[src/rtl/spdif_tx_pkg.sv]
// S/PDIF transmit constants: preambles, block/frame geometry, subframe slot map, channel-status word.
// Shared by the encoder and the top; no logic state.
package spdif_tx_pkg;

    localparam logic [7:0] SPDIF_PRE_B = 8'b1110_1000;
    localparam logic [7:0] SPDIF_PRE_M = 8'b1110_0010;
    localparam logic [7:0] SPDIF_PRE_W = 8'b1110_0100;

    localparam int SPDIF_FRAMES_PER_BLOCK = 192;
    localparam int SPDIF_CELLS_PER_FRAME  = 128;

    localparam logic [4:0] SLOT_DATA_LO = 5'd4;
    localparam logic [4:0] SLOT_DATA_HI = 5'd27;
    localparam logic [4:0] SLOT_V       = 5'd28;
    localparam logic [4:0] SLOT_U       = 5'd29;
    localparam logic [4:0] SLOT_C       = 5'd30;
    localparam logic [4:0] SLOT_P       = 5'd31;

    localparam logic [3:0] CS_WORDLEN_24 = 4'b1011;

    // Consumer-format channel-status word, one bit per frame of the block.
    function automatic logic chstat_bit(input logic [7:0] idx, input logic [3:0] fs);
        logic b;
        b = 1'b0;
        if (idx == 8'd2)
            b = 1'b1;
        else if (idx >= 8'd24 && idx <= 8'd27)
            b = fs[idx[1:0]];
        else if (idx >= 8'd32 && idx <= 8'd35)
            b = CS_WORDLEN_24[idx[1:0]];
        return b;
    endfunction

endpackage

[src/rtl/spdif_bmc_enc.sv]
// Biphase-mark cell level generator: next line level from previous level and slot bit or preamble cell.
// Latency: combinational. Backpressure: none.
// Mid-slot toggle only for a one bit; preamble cells are taken verbatim, inverted by the pre-preamble level.
module spdif_bmc_enc (
    input  logic prev,
    input  logic is_pre,
    input  logic pre_bit,
    input  logic pre_base,
    input  logic half,
    input  logic slot_bit,
    output logic level
);

    always_comb begin
        level = ~prev;
        if (is_pre)
            level = pre_bit ^ pre_base;
        else if (half)
            level = slot_bit ? ~prev : prev;
    end

endmodule

[src/rtl/spdif_tx.sv]
// S/PDIF transmitter: 24-bit stereo pairs to biphase-mark line, 192-frame blocks. SPDIF_TX_CHSTAT_EN adds C bits.
// Latency: pair accepted at end of frame is sent from cell 0 of the next frame (right 64 cells later).
// Backpressure: one-cycle sample_ready per frame; missing pair sends zeros with V=1 and pulses underrun.
module spdif_tx
    import spdif_tx_pkg::*;
#(
    parameter int CLK_DIV = 4
) (
    input  logic        clk,
    input  logic        resetb,
    input  logic        ena,
    input  logic [23:0] sample_l,
    input  logic [23:0] sample_r,
    input  logic        sample_valid,
    output logic        sample_ready,
    input  logic [3:0]  cs_fs,
    output logic        tx_out,
    output logic [7:0]  frame_cnt,
    output logic        underrun
);

    localparam int DW = (CLK_DIV > 1) ? $clog2(CLK_DIV) : 1;
    localparam logic [6:0] LAST_CELL  = 7'(SPDIF_CELLS_PER_FRAME - 1);
    localparam logic [7:0] LAST_FRAME = 8'(SPDIF_FRAMES_PER_BLOCK - 1);

    logic [DW-1:0] div_cnt;
    logic [6:0]    cell_cnt;
    logic          running;
    logic          pre_base;
    logic          parity;
    logic          v_bit;
    logic [23:0]   hold_l;
    logic [23:0]   hold_r;

    logic          tick;
    logic [6:0]    next_cell;
    logic [7:0]    next_frame;
    logic [4:0]    slot;
    logic          is_pre;
    logic [7:0]    pre_pat;
    logic          base;
    logic [23:0]   data;
    logic          c_bit;
    logic          slot_bit;
    logic          level;

    assign tick         = ena && (div_cnt == DW'(CLK_DIV - 1));
    assign sample_ready = tick && (!running || cell_cnt == LAST_CELL);
    assign underrun     = sample_ready && !sample_valid;

    // Everything below describes the cell that goes on the line at this tick.
    assign next_cell  = running ? cell_cnt + 7'd1 : 7'd0;
    assign next_frame = !running ? 8'd0 :
                        (cell_cnt != LAST_CELL) ? frame_cnt :
                        (frame_cnt == LAST_FRAME) ? 8'd0 : frame_cnt + 8'd1;
    assign slot     = next_cell[5:1];
    assign is_pre   = (next_cell[5:3] == 3'b000);
    assign pre_pat  = next_cell[6] ? SPDIF_PRE_W :
                      (next_frame == 8'd0) ? SPDIF_PRE_B : SPDIF_PRE_M;
    assign base     = (next_cell[5:0] == 6'd0) ? tx_out : pre_base;
    assign data     = next_cell[6] ? hold_r : hold_l;

`ifdef SPDIF_TX_CHSTAT_EN
    logic [3:0] cs_fs_q;
    assign c_bit = chstat_bit(frame_cnt, cs_fs_q);
`else
    logic unused_cs_fs;
    assign unused_cs_fs = ^cs_fs;
    assign c_bit        = 1'b0;
`endif

    always_comb begin
        slot_bit = 1'b0;
        if (slot >= SLOT_DATA_LO && slot <= SLOT_DATA_HI)
            slot_bit = data[slot - SLOT_DATA_LO];
        else if (slot == SLOT_V)
            slot_bit = v_bit;
        else if (slot == SLOT_U)
            slot_bit = 1'b0;
        else if (slot == SLOT_C)
            slot_bit = c_bit;
        else if (slot == SLOT_P)
            slot_bit = parity;
    end

    spdif_bmc_enc u_enc (
        .prev     (tx_out),
        .is_pre   (is_pre),
        .pre_bit  (pre_pat[~next_cell[2:0]]),
        .pre_base (base),
        .half     (next_cell[0]),
        .slot_bit (slot_bit),
        .level    (level)
    );

    always_ff @(posedge clk or negedge resetb) begin
        if (!resetb) begin
            div_cnt   <= '0;
            cell_cnt  <= '0;
            frame_cnt <= '0;
            running   <= 1'b0;
            tx_out    <= 1'b0;
            pre_base  <= 1'b0;
            parity    <= 1'b0;
            v_bit     <= 1'b0;
            hold_l    <= '0;
            hold_r    <= '0;
`ifdef SPDIF_TX_CHSTAT_EN
            cs_fs_q   <= '0;
`endif
        end else if (!ena) begin
            div_cnt   <= '0;
            cell_cnt  <= '0;
            frame_cnt <= '0;
            running   <= 1'b0;
            tx_out    <= 1'b0;
            pre_base  <= 1'b0;
            parity    <= 1'b0;
            v_bit     <= 1'b0;
            hold_l    <= '0;
            hold_r    <= '0;
`ifdef SPDIF_TX_CHSTAT_EN
            cs_fs_q   <= '0;
`endif
        end else begin
            div_cnt <= tick ? '0 : div_cnt + 1'b1;
            if (tick) begin
                running   <= 1'b1;
                cell_cnt  <= next_cell;
                frame_cnt <= next_frame;
                tx_out    <= level;
                if (next_cell[5:0] == 6'd0) begin
                    pre_base <= tx_out;
                    parity   <= 1'b0;
                end else if (!next_cell[0] && slot >= SLOT_DATA_LO && slot <= SLOT_C) begin
                    parity <= parity ^ slot_bit;
                end
                if (sample_ready) begin
                    hold_l <= sample_valid ? sample_l : 24'd0;
                    hold_r <= sample_valid ? sample_r : 24'd0;
                    v_bit  <= !sample_valid;
                end
`ifdef SPDIF_TX_CHSTAT_EN
                if (next_cell == 7'd0 && next_frame == 8'd0)
                    cs_fs_q <= cs_fs;
`endif
            end
        end
    end

endmodule

[config.mk]
export PLATFORM = sky130hd
export DESIGN_NAME = spdif_tx
export DESIGN_NICKNAME = d
export VERILOG_FILES = /design/src/rtl/spdif_tx_pkg.sv /design/src/rtl/spdif_bmc_enc.sv /design/src/rtl/spdif_tx.sv
export SDC_FILE = /design/constraint.sdc
export NUM_CORES = 1
export LEC_CHECK = 0
export ABC_AREA = 1
export BUFFER_PORTS_ARGS = -buffer_cell sky130_fd_sc_hd__buf_2
export CAP_MARGIN = 15
export CORE_UTILIZATION = 38
export DETAILED_ROUTE_END_ITERATION = 6
export HOLD_SLACK_MARGIN = 0.08
export PLACE_DENSITY_LB_ADDON = 0.1
export SYNTH_ARGS = -nofsm -noshare
export SYNTH_HDL_FRONTEND = slang
export SYNTH_SLANG_ARGS = --single-unit
export TNS_END_PERCENT = 5
[constraint.sdc]
create_clock -name clk -period 3.9 [get_ports clk]
set_input_delay 0.195 -clock clk [delete_from_list [all_inputs] [get_ports clk]]
set_output_delay 0.195 -clock clk [all_outputs]
set_load 0.05 [all_outputs]
==> impl_metrics.toml <==
[clock_tree]
cts_buffers = 9
cts_max_level = 3
clk_pin_slew_ps = 80
postCtsSetupRepairBufs = 0
cts_buffer_depth = 2
cts_sinks = 70
clk_latency_ps = 350
cts_tree = "yes"
cts_root_buf = "clkbuf_8"

[hold_path]
min_delay_path_depth = 3
hp-class = "in2reg"
worstHoldStart = "sample_l[16]"

[status]
status = "complete, no violations"

[run]
drv_cap = 0

[finish]
final_area_mm2 = 0.00487
n_antenna_cell = 0
fin_util = 0.474
final-seq-area_mm2 = 0.00175
nFillCells = 1076
syn_to_final_growth_pct = 21.0
multiInputGateArea_mm2 = 0.00190
final_common_cell = "nand3_1"
layout.nets = 684
layout_common_cells = "nand3_1, nand2_1, dfrtp_1"
drive_above_1_share = 0.157

[logic_synthesis]
synth_nets = 612
synth-seq-cells = 70
ys_types = 29
yosys_warnings = 0
post_synth.cell_area_avg_um2 = 7.35
synth_seq_area_share = 0.435
postSynthCellCount = 548
syn_area_mm2 = 0.00403

[timing]
clock-skew-final_ps = 11.9
final.setup.tns_ps = 0
finalHoldViolCount = 0
setup_viol = 0
max_freq_mhz = 342
worstMarginPinSlew_ps = 989
period_needed_ps = 2930
hold_ws_ps = 90.4
relSlewSlack = 0.341
rsz0062_at_grt = "no"
slew_violations = 0
timing.final.crit_share = 0.750

[placed_design]
gp_congestion = 0.794
dpl.hpwl_um = 6990
placed_area_mm2 = 0.00441
portBuffers = 62

[grt]
grt_max_degree = 50
top_usage_layer = "met2"
track_usage = 0.212
met2_usage = 0.342
antenna_found_initial = 0
grt_remaining_overflow = 0
grt_pass1_vias = 3810
use_met3 = 0.0287
grt_first_pass_wirelength_um = 18600
gr-usage-met1 = 0.292

[power_and_ir_drop]
power.density_mw_per_mm2 = 338
vdd_ir_drop_max_mv = 0.186
power_leakage_nw = 2.47

[worst_setup_path]
startpoint_type = "register"
reg2reg_depth = 19
crit_start = "cell_cnt[0]"
crit_arrival_ps = 2730
critical_path_depth = 8
crit_type = "reg2out"
crit_chain = "ha_1 -> nand3_4 -> nor2_4 -> nor2_4 -> buf_4 -> nor2_4 -> buf_4 -> buf_2"
cp_slowest_cell = "dfrtp_1"
cp_top_family = "buffers and inverters"
end_kind = "output pin"
slowest_delay_ps = 440
cp_max_fo = 49
critical_path_buf_inv_count = 3
critPathRequiredTime_ps = 3700
rr_startpoint = "cell_cnt[0]"
cpMostUsedCell = "nor2_4"

[die]
die_area_mm2 = 0.0110
die_y_um = 105
fp.coreArea_mm2 = 0.0103
rows = 37
start_util = 0.392
die_x_um = 105
ios = 67

[route]
final_antenna_net_count = 0
wirelength_um = 10700
routedWlPerCell_um = 14.0
drt_iter0_drc = 173
firstDrtPassIters = 5
drc = 0
via_per_inst = 5.08
vias = 3864
==> kinds of logic after synthesis <==
kind of cell | share of synthesized area
flip-flops | 0.435
AO/OA/AOI/OAI | 0.0849
buffers and inverters | 0.0933
XOR/XNOR | 0.00839
adder cells (fa/ha/maj) | 0.0249
AND/OR/NAND/NOR | 0.353
==> worst paths after layout <==
kind / to / slack, ps
worst max-delay path: sample_ready / 970
worst min-delay path: hold_l[16] / 90
worst max register to register: tx_out / 1130
worst min register to register: div_cnt[0] / 440
max in group asynchronous: hold_l[1] / 2380
min in group asynchronous: frame_cnt[3] / 540
==> metrics by stage <==
step	setup WS (ps)	power [mW]	std cells
CTS	942	1.66	761
global route	756	1.72	761
global placement	1160	0.907	724
finish	973	1.65	761
detailed placement	1110	0.910	724
floorplan	1550	0.843	548
==> synth_stat cells (all sizes together) <==
master / number / area, µm²
o31ai: 2 / 15.0
nand4: 4 / 25.0
nor3: 1 / 10.0
inv: 64 / 240
a31oi: 1 / 6.26
nor2: 41 / 179
buf: 10 / 71.3
xor2: 3 / 33.8
o21ai: 40 / 215
ha: 8 / 100
a31o: 1 / 8.76
o22ai: 13 / 81.3
clkbuf: 17 / 63.8
nand3: 138 / 703
nand2: 132 / 505
dfrtp: 70 / 1750
a21oi: 3 / 15.0
==> area by class of cell <==
class | instances | share of cell area
clock inverters | 5 | 0.0218
inverters | 64 | 0.0493
multi-input cells | 387 | 0.391
well taps | 136 | 0.0349
repair buffers | 88 | 0.115
flip-flops and latches | 70 | 0.360
clock buffers | 11 | 0.0290
==> sequential cells by signal, indices dropped and copies added (netlist names), 2 cells and up <==
register,cells
hold_l,24
hold_r,24
frame_cnt,8
cell_cnt,7
div_cnt,2
==> layer usage <==
| layer | part of all wire | vias up |
|---|---|---|
| met1 | 0.48 | 1810 |
| met5 | 0 | - |
| met2 | 0.47 | 102 |
| met4 | 0.014 | 0 |
| li1 | - | 1938 |
| met3 | 0.039 | 14 |
==> where the power goes <==
group          switching (mW)  internal, mW  leakage (nW)
logic                   0.101        0.0568          1.38
registers              0.0102         0.741         0.972
clock network           0.292         0.444         0.120
total                   0.403          1.24          2.47
==> worst min-delay path: stages <==
cell,delay (ps)
buf_2,80
nand3_1,70
nand2_1,60
==> timing repair <==
item | in CTS | in global routing
gates resized for setup | 0 | 0
endpoints found under the hold margin | 60 | 0
hold buffers | 21 | 0
Note: power is estimated with default switching activity, not from simulation.
